`config.mk`:
```
export PLATFORM = sky130hd
export DESIGN_NAME = writeback_stage
export DESIGN_NICKNAME = d
export VERILOG_FILES = /design/src/rtl/wb_pkg.sv /design/src/rtl/wb_load_fifo.sv /design/src/rtl/writeback_stage.sv
export SDC_FILE = /design/constraint.sdc
export NUM_CORES = 1
export LEC_CHECK = 0
export BUFFER_PORTS_ARGS = -buffer_cell sky130_fd_sc_hd__clkbuf_2
export CORE_ASPECT_RATIO = 0.5
export CORE_MARGIN = 2
export CORE_UTILIZATION = 50
export CTS_BUF_LIST = sky130_fd_sc_hd__clkbuf_8
export CTS_CLUSTER_SIZE = 10
export DETAILED_ROUTE_END_ITERATION = 10
export PLACE_DENSITY = 0.76
export SLEW_MARGIN = 20
export SYNTH_ARGS = -nofsm -noshare
export SYNTH_HDL_FRONTEND = slang
export SYNTH_SLANG_ARGS = --single-unit
```
`constraint.sdc`:
```
create_clock -name clock -period 6.2 [get_ports clock]
set_input_delay 0.93 -clock clock [delete_from_list [all_inputs] [get_ports clock]]
set_output_delay 0.93 -clock clock [all_outputs]
set_load 0.03 [all_outputs]
```
`src/rtl/wb_pkg.sv`:
```
// Shared definitions for the writeback stage.
//   XLEN_DEF / REG_ADDR_W_DEF : default data and register-index widths
//   wb_state_t                : arbitration FSM state
//   wb_req_t                  : one retire request {rd, data} at default widths
package wb_pkg;

    localparam int XLEN_DEF       = 32;
    localparam int REG_ADDR_W_DEF = 5;

    typedef enum logic {
        WB_NORMAL     = 1'b0,
        WB_FORCE_LOAD = 1'b1
    } wb_state_t;

    typedef struct packed {
        logic [REG_ADDR_W_DEF-1:0] rd;
        logic [XLEN_DEF-1:0]       data;
    } wb_req_t;

endpackage

```
`src/rtl/wb_load_fifo.sv`:
```
// Circular-buffer FIFO holding buffered load results.
//   clk_i, rst_ni : clock, asynchronous active-low reset
//   push_i, din_i : write request and data (ignored while full)
//   pop_i         : remove head (ignored while empty)
//   head_o        : current head entry
//   count_o       : number of stored entries
//   full_o        : count_o == DEPTH, evaluated before any same-cycle pop
module wb_load_fifo #(
    parameter int DEPTH = 2,
    parameter int WIDTH = 37
) (
    input  logic                       clk_i,
    input  logic                       rst_ni,
    input  logic                       push_i,
    input  logic [WIDTH-1:0]           din_i,
    input  logic                       pop_i,
    output logic [WIDTH-1:0]           head_o,
    output logic [$clog2(DEPTH):0]     count_o,
    output logic                       full_o
);

    localparam int PTR_W = $clog2(DEPTH);
    localparam int CNT_W = PTR_W + 1;

    logic [WIDTH-1:0] mem_q [DEPTH];
    logic [PTR_W-1:0] wr_ptr_q, wr_ptr_d;
    logic [PTR_W-1:0] rd_ptr_q, rd_ptr_d;
    logic [CNT_W-1:0] count_q, count_d;
    logic             do_push, do_pop;

    assign full_o  = (count_q == CNT_W'(DEPTH));
    assign count_o = count_q;
    assign head_o  = mem_q[rd_ptr_q];

    // Full is judged on the pre-pop count, so a pop never frees a slot
    // for a push in the same cycle.
    assign do_push = push_i && !full_o;
    assign do_pop  = pop_i && (count_q != '0);

    // DEPTH is a power of two, so pointers wrap by natural overflow.
    always_comb begin
        wr_ptr_d = wr_ptr_q;
        rd_ptr_d = rd_ptr_q;
        count_d  = count_q;
        if (do_push) wr_ptr_d = wr_ptr_q + PTR_W'(1);
        if (do_pop)  rd_ptr_d = rd_ptr_q + PTR_W'(1);
        case ({do_push, do_pop})
            2'b10:   count_d = count_q + CNT_W'(1);
            2'b01:   count_d = count_q - CNT_W'(1);
            default: count_d = count_q;
        endcase
    end

    always_ff @(posedge clk_i or negedge rst_ni) begin
        if (!rst_ni) begin
            wr_ptr_q <= '0;
            rd_ptr_q <= '0;
            count_q  <= '0;
        end else begin
            wr_ptr_q <= wr_ptr_d;
            rd_ptr_q <= rd_ptr_d;
            count_q  <= count_d;
        end
    end

    always_ff @(posedge clk_i) begin
        if (do_push) mem_q[wr_ptr_q] <= din_i;
    end

endmodule

```
`src/rtl/writeback_stage.sv`:
```
// Writeback stage in front of the register file. Arbitrates between the
// single-cycle ALU path and buffered load results, and drives the register
// file write port from registers.
//   clock, reset                     : clock, asynchronous active-low reset
//   alu_valid/alu_rd/alu_data        : ALU result (held by ALU while !alu_ready)
//   alu_ready                        : ALU result accepted this cycle
//   load_valid/load_rd/load_data     : load result offered
//   load_ready                       : load FIFO can accept
//   reg_write/write_reg/write_data   : registered register-file write port
//   fifo_count                       : loads currently buffered
module writeback_stage
    import wb_pkg::*;
#(
    parameter int XLEN            = XLEN_DEF,
    parameter int REG_ADDR_W      = REG_ADDR_W_DEF,
    parameter int LOAD_FIFO_DEPTH = 2,
    parameter int STARVE_LIMIT    = 4
) (
    input  logic                               clock,
    input  logic                               reset,
    input  logic                               alu_valid,
    input  logic [REG_ADDR_W-1:0]              alu_rd,
    input  logic [XLEN-1:0]                    alu_data,
    output logic                               alu_ready,
    input  logic                               load_valid,
    input  logic [REG_ADDR_W-1:0]              load_rd,
    input  logic [XLEN-1:0]                    load_data,
    output logic                               load_ready,
    output logic                               reg_write,
    output logic [REG_ADDR_W-1:0]              write_reg,
    output logic [XLEN-1:0]                    write_data,
    output logic [$clog2(LOAD_FIFO_DEPTH):0]   fifo_count
);

    localparam int REQ_W  = REG_ADDR_W + XLEN;
    localparam int CNT_W  = $clog2(LOAD_FIFO_DEPTH) + 1;
    localparam int WAIT_W = $clog2(STARVE_LIMIT + 1);

    wb_state_t             state_q, state_d;
    logic [WAIT_W-1:0]     wait_q, wait_d;
    logic                  reg_write_q;
    logic [REG_ADDR_W-1:0] write_reg_q;
    logic [XLEN-1:0]       write_data_q;

    logic [REQ_W-1:0]      head;
    logic [REG_ADDR_W-1:0] head_rd;
    logic [XLEN-1:0]       head_data;
    logic [CNT_W-1:0]      count;
    logic                  fifo_full, fifo_empty;
    logic                  pop;
    logic                  ret_vld;
    logic [REG_ADDR_W-1:0] ret_rd;
    logic [XLEN-1:0]       ret_data;

    wb_load_fifo #(
        .DEPTH (LOAD_FIFO_DEPTH),
        .WIDTH (REQ_W)
    ) u_load_fifo (
        .clk_i   (clock),
        .rst_ni  (reset),
        .push_i  (load_valid),
        .din_i   ({load_rd, load_data}),
        .pop_i   (pop),
        .head_o  (head),
        .count_o (count),
        .full_o  (fifo_full)
    );

    assign head_rd    = head[REQ_W-1:XLEN];
    assign head_data  = head[XLEN-1:0];
    assign fifo_empty = (count == '0);

    // alu_ready depends on registered state only, never on alu_valid.
    assign alu_ready  = (state_q == WB_NORMAL);
    assign load_ready = !fifo_full;
    assign fifo_count = count;

    assign reg_write  = reg_write_q;
    assign write_reg  = write_reg_q;
    assign write_data = write_data_q;

    always_comb begin
        state_d  = state_q;
        wait_d   = wait_q;
        pop      = 1'b0;
        ret_vld  = 1'b0;
        ret_rd   = alu_rd;
        ret_data = alu_data;
        case (state_q)
            WB_NORMAL: begin
                if (alu_valid) begin
                    ret_vld = 1'b1;
                    // ALU beat a waiting load: count toward a forced load slot.
                    if (!fifo_empty) begin
                        wait_d = wait_q + WAIT_W'(1);
                        if (wait_q == WAIT_W'(STARVE_LIMIT - 1)) state_d = WB_FORCE_LOAD;
                    end
                end else if (!fifo_empty) begin
                    pop      = 1'b1;
                    ret_vld  = 1'b1;
                    ret_rd   = head_rd;
                    ret_data = head_data;
                end
            end
            WB_FORCE_LOAD: begin
                // No pop happened since entry, so the head is present.
                pop      = 1'b1;
                ret_vld  = 1'b1;
                ret_rd   = head_rd;
                ret_data = head_data;
                state_d  = WB_NORMAL;
            end
            default: state_d = WB_NORMAL;
        endcase
        if (pop || fifo_empty) wait_d = '0;
    end

    always_ff @(posedge clock or negedge reset) begin
        if (!reset) begin
            state_q      <= WB_NORMAL;
            wait_q       <= '0;
            reg_write_q  <= 1'b0;
            write_reg_q  <= '0;
            write_data_q <= '0;
        end else begin
            state_q     <= state_d;
            wait_q      <= wait_d;
            // x0 requests are consumed but never written.
            reg_write_q <= ret_vld && (ret_rd != '0);
            if (ret_vld) begin
                write_reg_q  <= ret_rd;
                write_data_q <= ret_data;
            end
        end
    end

endmodule

```
==> results.yml <==
synthesis:
  syn_inst: 324
  async_flop_share_pct: 38.3
  syn_nets: 405
  ys_seq_elements: 120
  synth_warnings: 0
  syn-cell-area_mm2: 0.00488
  synth-main-ff-cell: "edfxtp_1"
  synth-seq-area-share_pct: 69.1
  synth-edff-count: 74
  synth_cell_types: 30
  syn_avg_cell_area_um2: 15.1
timing:
  setup_viol: 0
  rsz0062_at_grt: "false"
  min_period_ns: 2.81
  fin_worst_skew_ns: 0.0135
  slew_headroom_pct: 34.8
  fin_setup_tns_ns: 0
  fmaxAchievable_mhz: 356
  min_period_over_period_pct: 45.3
  finalMaxSlewViolations: 0
  tightest_slew_ns: 0.978
  hold_viol: 0
floorplanning:
  start_util_pct: 51.5
  core-area_mm2: 0.00948
  num_io_pins: 120
  die_w_um: 144
  num_rows: 25
  die_h_um: 73.8
  die-area_mm2: 0.0106
pwr:
  swShare_pct: 36.0
  power_w: 0.00291
  p_per_area_mw_per_mm2: 485
  clkPwrFrac_pct: 24.0
  p_leak_nw: 2.46
  peakVddDrop_v: 0.000182
  sequentialPowerShare_pct: 43.1
  switchingPower_w: 0.00105
  p_int_w: 0.00186
  power_frac_comb_pct: 32.9
critical_path:
  cp-end-kind: "flop"
  path_class: "input pin to flop"
  required_ns: 6.56
  cp.arrival_ns: 3.17
  cp_max_fo: 40
  worstSetupStartpointType: "input pin"
clock_tree:
  cts_made_buffers: 17
  post_cts_buffers: 0
  cts_root_buf: "clkbuf_8"
  cts_sinks: 120
  clkTransAtPathRegs_ns: 0.07
  cts-hold-fix-buffers: 0
  cts_resized: 0
  cts_max_level: 4
  cts_tree: "built"
  clkLatencyLatePin_ns: 0.43
  clock_path_buffers: 2
outcome:
  run_status: "complete, no violations"
route:
  drtIter0Drc: 258
  via_count: 3331
  drc_errors: 0
  first_pass_iters: 5
  via_per_inst: 5.63
  drtAntennaViolNets: 0
  wl_per_cell_um: 18.6
  totalWireLength_mm: 11.0
grt:
  antenna_found_initial: 0
  grt_max_degree: 47
  grt_overflow: 0
  grt_pass1_vias: 3302
  grt_pass1_wl_mm: 16.7
  track_usage_pct: 21.5
job:
  max-cap-violations: 0
hold_path:
  min_path_type: "flop to flop"
placement:
  io_buffers: 119
  place_hpwl_mm: 6.98
  gp_congestion: 0.731
  dpl_cell_area_mm2: 0.00558
final_layout:
  syn2layout_area_growth_pct: 23.0
  nFillCells: 729
  diodes: 0
  final_cell_area_mm2: 0.00600
  largest_reg_flops: 74
  layout.nets: 525
  layout_common_cells: "clkbuf_2, edfxtp_1, a22oi_1"
  drive_gt1_share_pct: 42.5
  final_common_cell: "clkbuf_2"
==> worst paths after layout <==
path	from	end	slack [ns]	cells after the start
hold / removal	wait_q[0]$_DFFE_PN0P_	wait_q[0]$_DFFE_PN0P_	0.44	1
setup / recovery	alu_valid	u_load_fifo.count_o[1]$_DFFE_PN0P_	3.39	7
hold reg to reg	wait_q[0]$_DFFE_PN0P_	wait_q[0]$_DFFE_PN0P_	0.44	1
setup reg to reg	state_q$_DFF_PN0_	write_data[18]$_DFFE_PN0P_	4.00	5
min in group asynchronous	reset	write_data[25]$_DFFE_PN0P_	0.59	2
max in group asynchronous	reset	u_load_fifo.rd_ptr_q$_DFFE_PN0P_	5.17	2
==> synth_stat cells (6+ instances only) <==
cell	instances	area share, %
buf_2	15	1.5
clkbuf_1	7	0.54
mux2_2	36	8.3
dfrtp_1	46	24
o21ai_1	6	0.62
edfxtp_1	74	46
o21ai_0	31	3.2
a22oi_1	72	11
==> logic make-up (layout without fill, tap and decap cells) <==
| family | after synthesis | count (layout) | synth area share (%) |
|---|---|---|---|
| flops | 120 | 120 | 69.1 |
| xor+xnor | 5 | 5 | 0.898 |
| compound gates | 114 | 114 | 15.6 |
| fa+ha+maj | 3 | 3 | 0.770 |
| simple gates | 19 | 19 | 2.56 |
| buf+inv | 26 | 159 | 2.46 |
| mux | 37 | 37 | 8.52 |
==> cell type report <==
cell class	instances	area [um^2]	area share [%]
Sequential cell	120	3370	56.2
Multi-Input combinational cell	178	1390	23.2
Timing Repair Buffer	125	661	11.0
Clock buffer	19	262	4.36
Tap cell	135	169	2.81
Clock inverter	13	135	2.25
Inverter	2	7.51	0.125
==> critical path: stages <==
cell      delay, ns
clkbuf_2       0.59
and2b_1        0.48
buf_4          0.41
nor2_2         0.08
ha_1           0.33
nor2_1         0.15
xor2_1         0.17
==> power by group through the flow <==
stage	combinational (W)	sequential, W	clock [W]
after detailed placement	0.000940	0.00127	0
after global routing	0.00103	0.00128	0.000738
after global placement	0.000917	0.00126	0
after floorplan	0.000548	0.00137	0
after CTS	0.000944	0.00125	0.000708
final	0.000957	0.00125	0.000700
==> layer usage <==
metal | track usage [%] | share of wire [%]
met2 | 34.8 | 48
met5 | 0 | 0
met3 | 6.52 | 7.1
met4 | 9.48 | 1.5
met1 | 27.4 | 43
==> metrics by stage <==
step / hold WS (ns) / cells / utilization, % / setup WS (ns)
floorplan: 0.419 / 324 / - / 2.95
global placement: 0.436 / 559 / 58.9 / 3.04
CTS: 0.446 / 591 / 63.0 / 3.41
global route: 0.463 / 592 / 63.3 / 3.22
detailed placement: 0.436 / 559 / 58.9 / 2.95
finish: 0.442 / 592 / 63.3 / 3.39
Power figures use the tool's default switching activity.
